$ cat src/rtl/oai32_bist_pkg.sv
// Shared types, widths and the golden OAI32 model for the BIST sequencer.
package oai32_bist_pkg;

    localparam int unsigned VEC_W = 5;
    localparam int unsigned ERR_W = 6;

    typedef enum logic [2:0] {
        StIdle,
        StDrive,
        StSettle,
        StSample,
        StDone
    } state_e;

    // Vector layout is {B2,B1,A3,A2,A1}.
    function automatic logic oai32_exp(input logic [VEC_W-1:0] vec);
        return !((vec[0] | vec[1] | vec[2]) & (vec[3] | vec[4]));
    endfunction

endpackage

$ cat src/rtl/oai32_bist_settle_cnt.sv
// Loadable down-counter with a zero flag; holds at zero rather than wrapping.
module oai32_bist_settle_cnt #(
    parameter int unsigned W = 4
) (
    input  logic         clk_i,
    input  logic         rst_i,
    input  logic         load_i,
    input  logic [W-1:0] load_val_i,
    input  logic         dec_i,
    output logic         zero_o
);

    logic [W-1:0] cnt_q, cnt_d;

    // Load has priority over decrement.
    always_comb begin
        cnt_d = cnt_q;
        if (load_i) begin
            cnt_d = load_val_i;
        end else if (dec_i && (cnt_q != '0)) begin
            cnt_d = cnt_q - W'(1);
        end
    end

    // Counter register with synchronous reset.
    always_ff @(posedge clk_i) begin
        if (rst_i) begin
            cnt_q <= '0;
        end else begin
            cnt_q <= cnt_d;
        end
    end

    assign zero_o = (cnt_q == '0);

endmodule

$ cat src/rtl/oai32_bist_seq.sv
// Exhaustive BIST driver/checker for one OAI32 cell: walks all 32 vectors,
// waits SETTLE_CYCLES, samples ZN and records error count and first failure.
module oai32_bist_seq
    import oai32_bist_pkg::*;
#(
    parameter int unsigned SETTLE_CYCLES = 2  // legal range 1..15
) (
    input  logic             CLK,
    input  logic             RST,
    input  logic             START,
    input  logic             ZN,
    output logic             A1,
    output logic             A2,
    output logic             A3,
    output logic             B1,
    output logic             B2,
    output logic             BUSY,
    output logic             DONE,
    output logic             PASS,
    output logic [ERR_W-1:0] ERR_CNT,
    output logic [VEC_W-1:0] FAIL_VEC,
    output logic             FAIL_VALID
);

    localparam logic [3:0] SettleLoad = 4'(SETTLE_CYCLES - 1);

    state_e           state_q, state_d;
    logic [VEC_W-1:0] vec_q, vec_d;
    logic [VEC_W-1:0] stim_q, stim_d;
    logic [ERR_W-1:0] err_cnt_q, err_cnt_d;
    logic [VEC_W-1:0] fail_vec_q, fail_vec_d;
    logic             fail_valid_q, fail_valid_d;
    logic             done_q, done_d;
    logic             settle_zero;

    oai32_bist_settle_cnt #(
        .W (4)
    ) u_settle_cnt (
        .clk_i      (CLK),
        .rst_i      (RST),
        .load_i     (state_q == StDrive),
        .load_val_i (SettleLoad),
        .dec_i      (state_q == StSettle),
        .zero_o     (settle_zero)
    );

    // Next-state and datapath updates for the vector walk.
    always_comb begin
        state_d      = state_q;
        vec_d        = vec_q;
        stim_d       = stim_q;
        err_cnt_d    = err_cnt_q;
        fail_vec_d   = fail_vec_q;
        fail_valid_d = fail_valid_q;
        done_d       = done_q;
        unique case (state_q)
            StIdle, StDone: begin
                if (START) begin
                    vec_d        = '0;
                    err_cnt_d    = '0;
                    fail_vec_d   = '0;
                    fail_valid_d = 1'b0;
                    done_d       = 1'b0;
                    state_d      = StDrive;
                end
            end
            StDrive: begin
                stim_d  = vec_q;
                state_d = StSettle;
            end
            StSettle: begin
                if (settle_zero) begin
                    state_d = StSample;
                end
            end
            StSample: begin
                if (ZN != oai32_exp(vec_q)) begin
                    err_cnt_d = err_cnt_q + ERR_W'(1);
                    if (!fail_valid_q) begin
                        fail_vec_d   = vec_q;
                        fail_valid_d = 1'b1;
                    end
                end
                // Vector 31 is terminal; the index never wraps.
                if (vec_q == 5'd31) begin
                    done_d  = 1'b1;
                    state_d = StDone;
                end else begin
                    vec_d   = vec_q + VEC_W'(1);
                    state_d = StDrive;
                end
            end
            default: state_d = StIdle;
        endcase
    end

    // State and output registers; RST overrides everything including START.
    always_ff @(posedge CLK) begin
        if (RST) begin
            state_q      <= StIdle;
            vec_q        <= '0;
            stim_q       <= '0;
            err_cnt_q    <= '0;
            fail_vec_q   <= '0;
            fail_valid_q <= 1'b0;
            done_q       <= 1'b0;
        end else begin
            state_q      <= state_d;
            vec_q        <= vec_d;
            stim_q       <= stim_d;
            err_cnt_q    <= err_cnt_d;
            fail_vec_q   <= fail_vec_d;
            fail_valid_q <= fail_valid_d;
            done_q       <= done_d;
        end
    end

    assign {B2, B1, A3, A2, A1} = stim_q;
    assign BUSY       = (state_q == StDrive) || (state_q == StSettle) || (state_q == StSample);
    assign DONE       = done_q;
    assign PASS       = done_q && (err_cnt_q == '0);
    assign ERR_CNT    = err_cnt_q;
    assign FAIL_VEC   = fail_vec_q;
    assign FAIL_VALID = fail_valid_q;

endmodule
$ cat config.mk
export PLATFORM = sky130hd
export DESIGN_NAME = oai32_bist_seq
export DESIGN_NICKNAME = d
export VERILOG_FILES = /design/src/rtl/oai32_bist_pkg.sv /design/src/rtl/oai32_bist_settle_cnt.sv /design/src/rtl/oai32_bist_seq.sv
export SDC_FILE = /design/constraint.sdc
export NUM_CORES = 1
export LEC_CHECK = 0
export ABC_AREA = 1
export CORE_MARGIN = 3
export CORE_UTILIZATION = 55
export CTS_CLUSTER_SIZE = 14
export DETAILED_ROUTE_END_ITERATION = 12
export DONT_BUFFER_PORTS = 1
export PLACE_DENSITY = 0.7
export SLEW_MARGIN = 20
export SYNTH_ARGS = -nofsm -noshare
export SYNTH_HDL_FRONTEND = slang
export SYNTH_SLANG_ARGS = --single-unit
$ cat constraint.sdc
create_clock -name CLK -period 2.5 [get_ports CLK]
set_clock_uncertainty 0.15 [all_clocks]
set_input_delay 0.25 -clock CLK [delete_from_list [all_inputs] [get_ports CLK]]
set_output_delay 0.25 -clock CLK [all_outputs]
set_load 0.02 [all_outputs]
==> impl_results.md <==
- Gpl congestion: ~0.84
- Area growth syn-to-layout: 6.76%
- Clock sinks: 30
- Final nets: 208
- Clock transition at the registers of the reported paths: roughly 0.09 ns
- Slowest-stage cell, CP: nor3_1
- Register area share after synthesis: between 40% and 50%
- IO Pins: 24
- CP Depth: 4
- Syn Inst Count: ~190
- Overall global routing resource usage: between 10% and 20%
- Reg area: between 600 and 700 sq um
- Dpl cell area: approximately 1400 sq um
- Power Total: ~0.95 mW
- Worst-Skew Late Latency: ~0.32 ns
- Clock Root Buffer: clkbuf_4
- Maximum buffer depth of the clock tree: 2
- Cell family with most CP delay: simple AND/OR/NAND/NOR gates
- Worst R2R Path Depth: 11
- Antenna viol nets, final: 0
- Delay of the slowest critical-path stage: ~0.51 ns
- CTS H-Tree Depth: 2
- Netlist cell types: 22
- Worst-Margin Slew: roughly 0.78 ns
- TNS Setup: 0 ns
- Setup repair bufs after CTS: 0
- Top post-synthesis cells by count: nand2_1 (40), dfxtp_1 (30), nand3_1 (24)
- MaxCap Viol Count: 0
- IO Port Bufs: 0
- ANT cells: 0
- Leading area contributor after synthesis: dfxtp_1
- Critical path type: reg -> out
- Worst hold path type: in -> reg
- Worst setup SP type: register
- Leakage power: 0.591 nW
- Largest net degree at the start of global routing: 23
- Die area: ~3200 sq um
- Via count: between 1000 and 1500
- Hold slack: between 0.02 and 0.025 ns
- Outcome: completed
- Post-synth EDFFs: 0
- Drt wl/cell: ~13 microns
- Final setup violation count: 0
- Period utilisation layout: between 80% and 90%
- Ys async rst share: 0%
- GR Overflow Total: 0
- Num rows: 17
- Post-Syn Nets: between 200 and 250
- Post-DP HPWL: between 2000 and 2500 microns
- First-pass GRT wire length: about 4700 microns
- Initial antenna violation count: 0
- Worst path cell trace: inv_1, ha_1, nand4_1, nor3_1
- Via density: 5.49
- Cts bufs inserted: 5
- DR pass1 iterations: 4
- Top-count cell post-synth: nand2_1
- Synthesized area per cell: 7.36 sq um
- Top_reg_cell synth: dfxtp_1
- Worst VDD drop: between 400 and 500 uV
- Hold depth: 3
- Pwr dens: 633 nW/um^2
- RSZ-0062 raised after global routing: false
- Area of the core: 2320 sq um
- Synth area leaders: dfxtp_1 (43%), nand2_1 (11%), nand3_1 (8.5%), a21oi_1 (7.8%), inv_1 (5.9%)
- FMAX: slightly below 500 MHz
- Worst path arrival time: ~1.6 ns
- DIE HEIGHT: 56.6 microns
- Final hold viol count: 0
- Cell area after layout: between 1500 and 2000 sq um
- Die Width: approximately 57 microns
- Fraction of layout cells with a size suffix above 1: a little over a tenth
- #FFs+latches synth: 30
- # DRC: 0
- Multi-input logic area: about 700 sq um
- Fillers: 209
- Worst Path Required: approximately 2.1 ns
- Vias in the first global route: ~1100
- Worst setup EP type: output port
- Synth top area share: about 43%
- Synth warn: 0
- Worst Path Buf+Inv: 1
- Crit path max fanout: 6
- Max-slew headroom: between 40% and 50%
- Starting Density: 60.7%
- Initial detailed-routing violation count: 71
- Area of the mapped netlist: around 1400 sq um
- CTS tree: done
- DRT Wirelength: slightly below 3000 microns
- Slew Limit Fails: 0
- Min Tclk post-route: 2.03 ns
flip-flops by register name, indices dropped and copies added (netlist names):
name / flops
DONE: 1
ERR_CNT: 6
FAIL_VALID: 1
FAIL_VEC: 5
state_q: 3
stim_q: 5
u_settle_cnt.cnt_q: 4
vec_q: 5
cell families after synthesis:
family          count (synthesis)  synth area share [%]
simple gates                   92                  30.7
compound gates                 33                  12.5
flops                          30                  42.7
buf+inv                        28                  7.47
fa+ha+maj                       6                  5.34
xor+xnor                        2                  1.25
worst register-to-register path: stages, from the launching register on:
cell and delay, ns:
dfxtp_1 0.43, ha_1 0.21, inv_1 0.06, nor3_1 0.15, ha_1 0.20, nand2_1 0.10
nand2_2 0.11, inv_2 0.06, nand2_1 0.05, nand2_1 0.04, nand2_1 0.05, nor2_1 0.04
per-layer routing:
layer | vias to the layer above | routed length [microns] | track usage (%) | share of wire, %
met5 | - | 0 | 0 | 0
met4 | 0 | 63 | 8.47 | 2.2
met3 | 8 | 160 | 6.21 | 5.6
met2 | 39 | 1410 | 31.8 | 49
met1 | 553 | 1250 | 21.2 | 43
li1 | 641 | - | - | -
final cells by class:
cell class | instances | area share, %
Multi-Input combinational cell | 133 | 46.7
Sequential cell | 30 | 40.0
Inverter | 26 | 6.50
Clock buffer | 5 | 2.50
Tap cell | 28 | 2.33
Timing Repair Buffer | 2 | 1.33
Clock inverter | 2 | 0.667
worst paths after layout:
kind                                            from                                 end  slack, ns
hold reg to reg   u_settle_cnt.cnt_q[3]$_SDFFE_PP0P_  u_settle_cnt.cnt_q[3]$_SDFFE_PP0P_       0.34
setup reg to reg               vec_q[0]$_SDFFE_PP0P_               vec_q[3]$_SDFFE_PP0P_       0.74
setup / recovery             ERR_CNT[0]$_SDFFE_PP0P_                                PASS       0.47
hold / removal                                   RST             ERR_CNT[0]$_SDFFE_PP0P_       0.02
power breakdown:
| group | switching, mW | internal (mW) |
|---|---|---|
| Combinational | 0.126 | 0.0537 |
| Clock | 0.150 | 0.101 |
| Sequential | 0.0223 | 0.496 |
| Total | 0.299 | 0.651 |
stage by stage:
stage	std cells	worst slack (ns)	utilization [%]
6_report	226	0.466	64.8
4_1_cts	226	0.448	64.8
2_1_floorplan	191	0.919	-
5_1_grt	226	0.321	64.8
3_5_place_dp	217	0.774	61.8
3_3_place_gp	217	0.859	61.8
placed cells by master (no fill, tap or decap):
master         Yosys  routed
a211oi_1           1       1
a21oi_1           22      22
a22oi_1            2       2
a31oi_1            1       1
clkbuf_4           0       5
clkinv_2           0       2
dfxtp_1           30      30
dlygate4sd3_1      0       2
ha_1               6       6
inv_1             22      22
inv_2              4       4
nand2_1           40      40
nand2_2            6       6
nand3_1           24      24
nand3_2            1       1
nand3_4            1       1
nand4_1            2       2
nor2_1            11      11
nor2_2             1       1
nor2_4             1       1
nor3_1             5       5
o21ai_0            6       6
o31ai_1            1       1
xor2_1             2       2
timing repair:
item | in CTS | in global routing
hold endpoints to repair | 22 | 0
hold buffers | 2 | 0
gates resized for setup | 0 | 0
(Power assumes the default switching activity.)
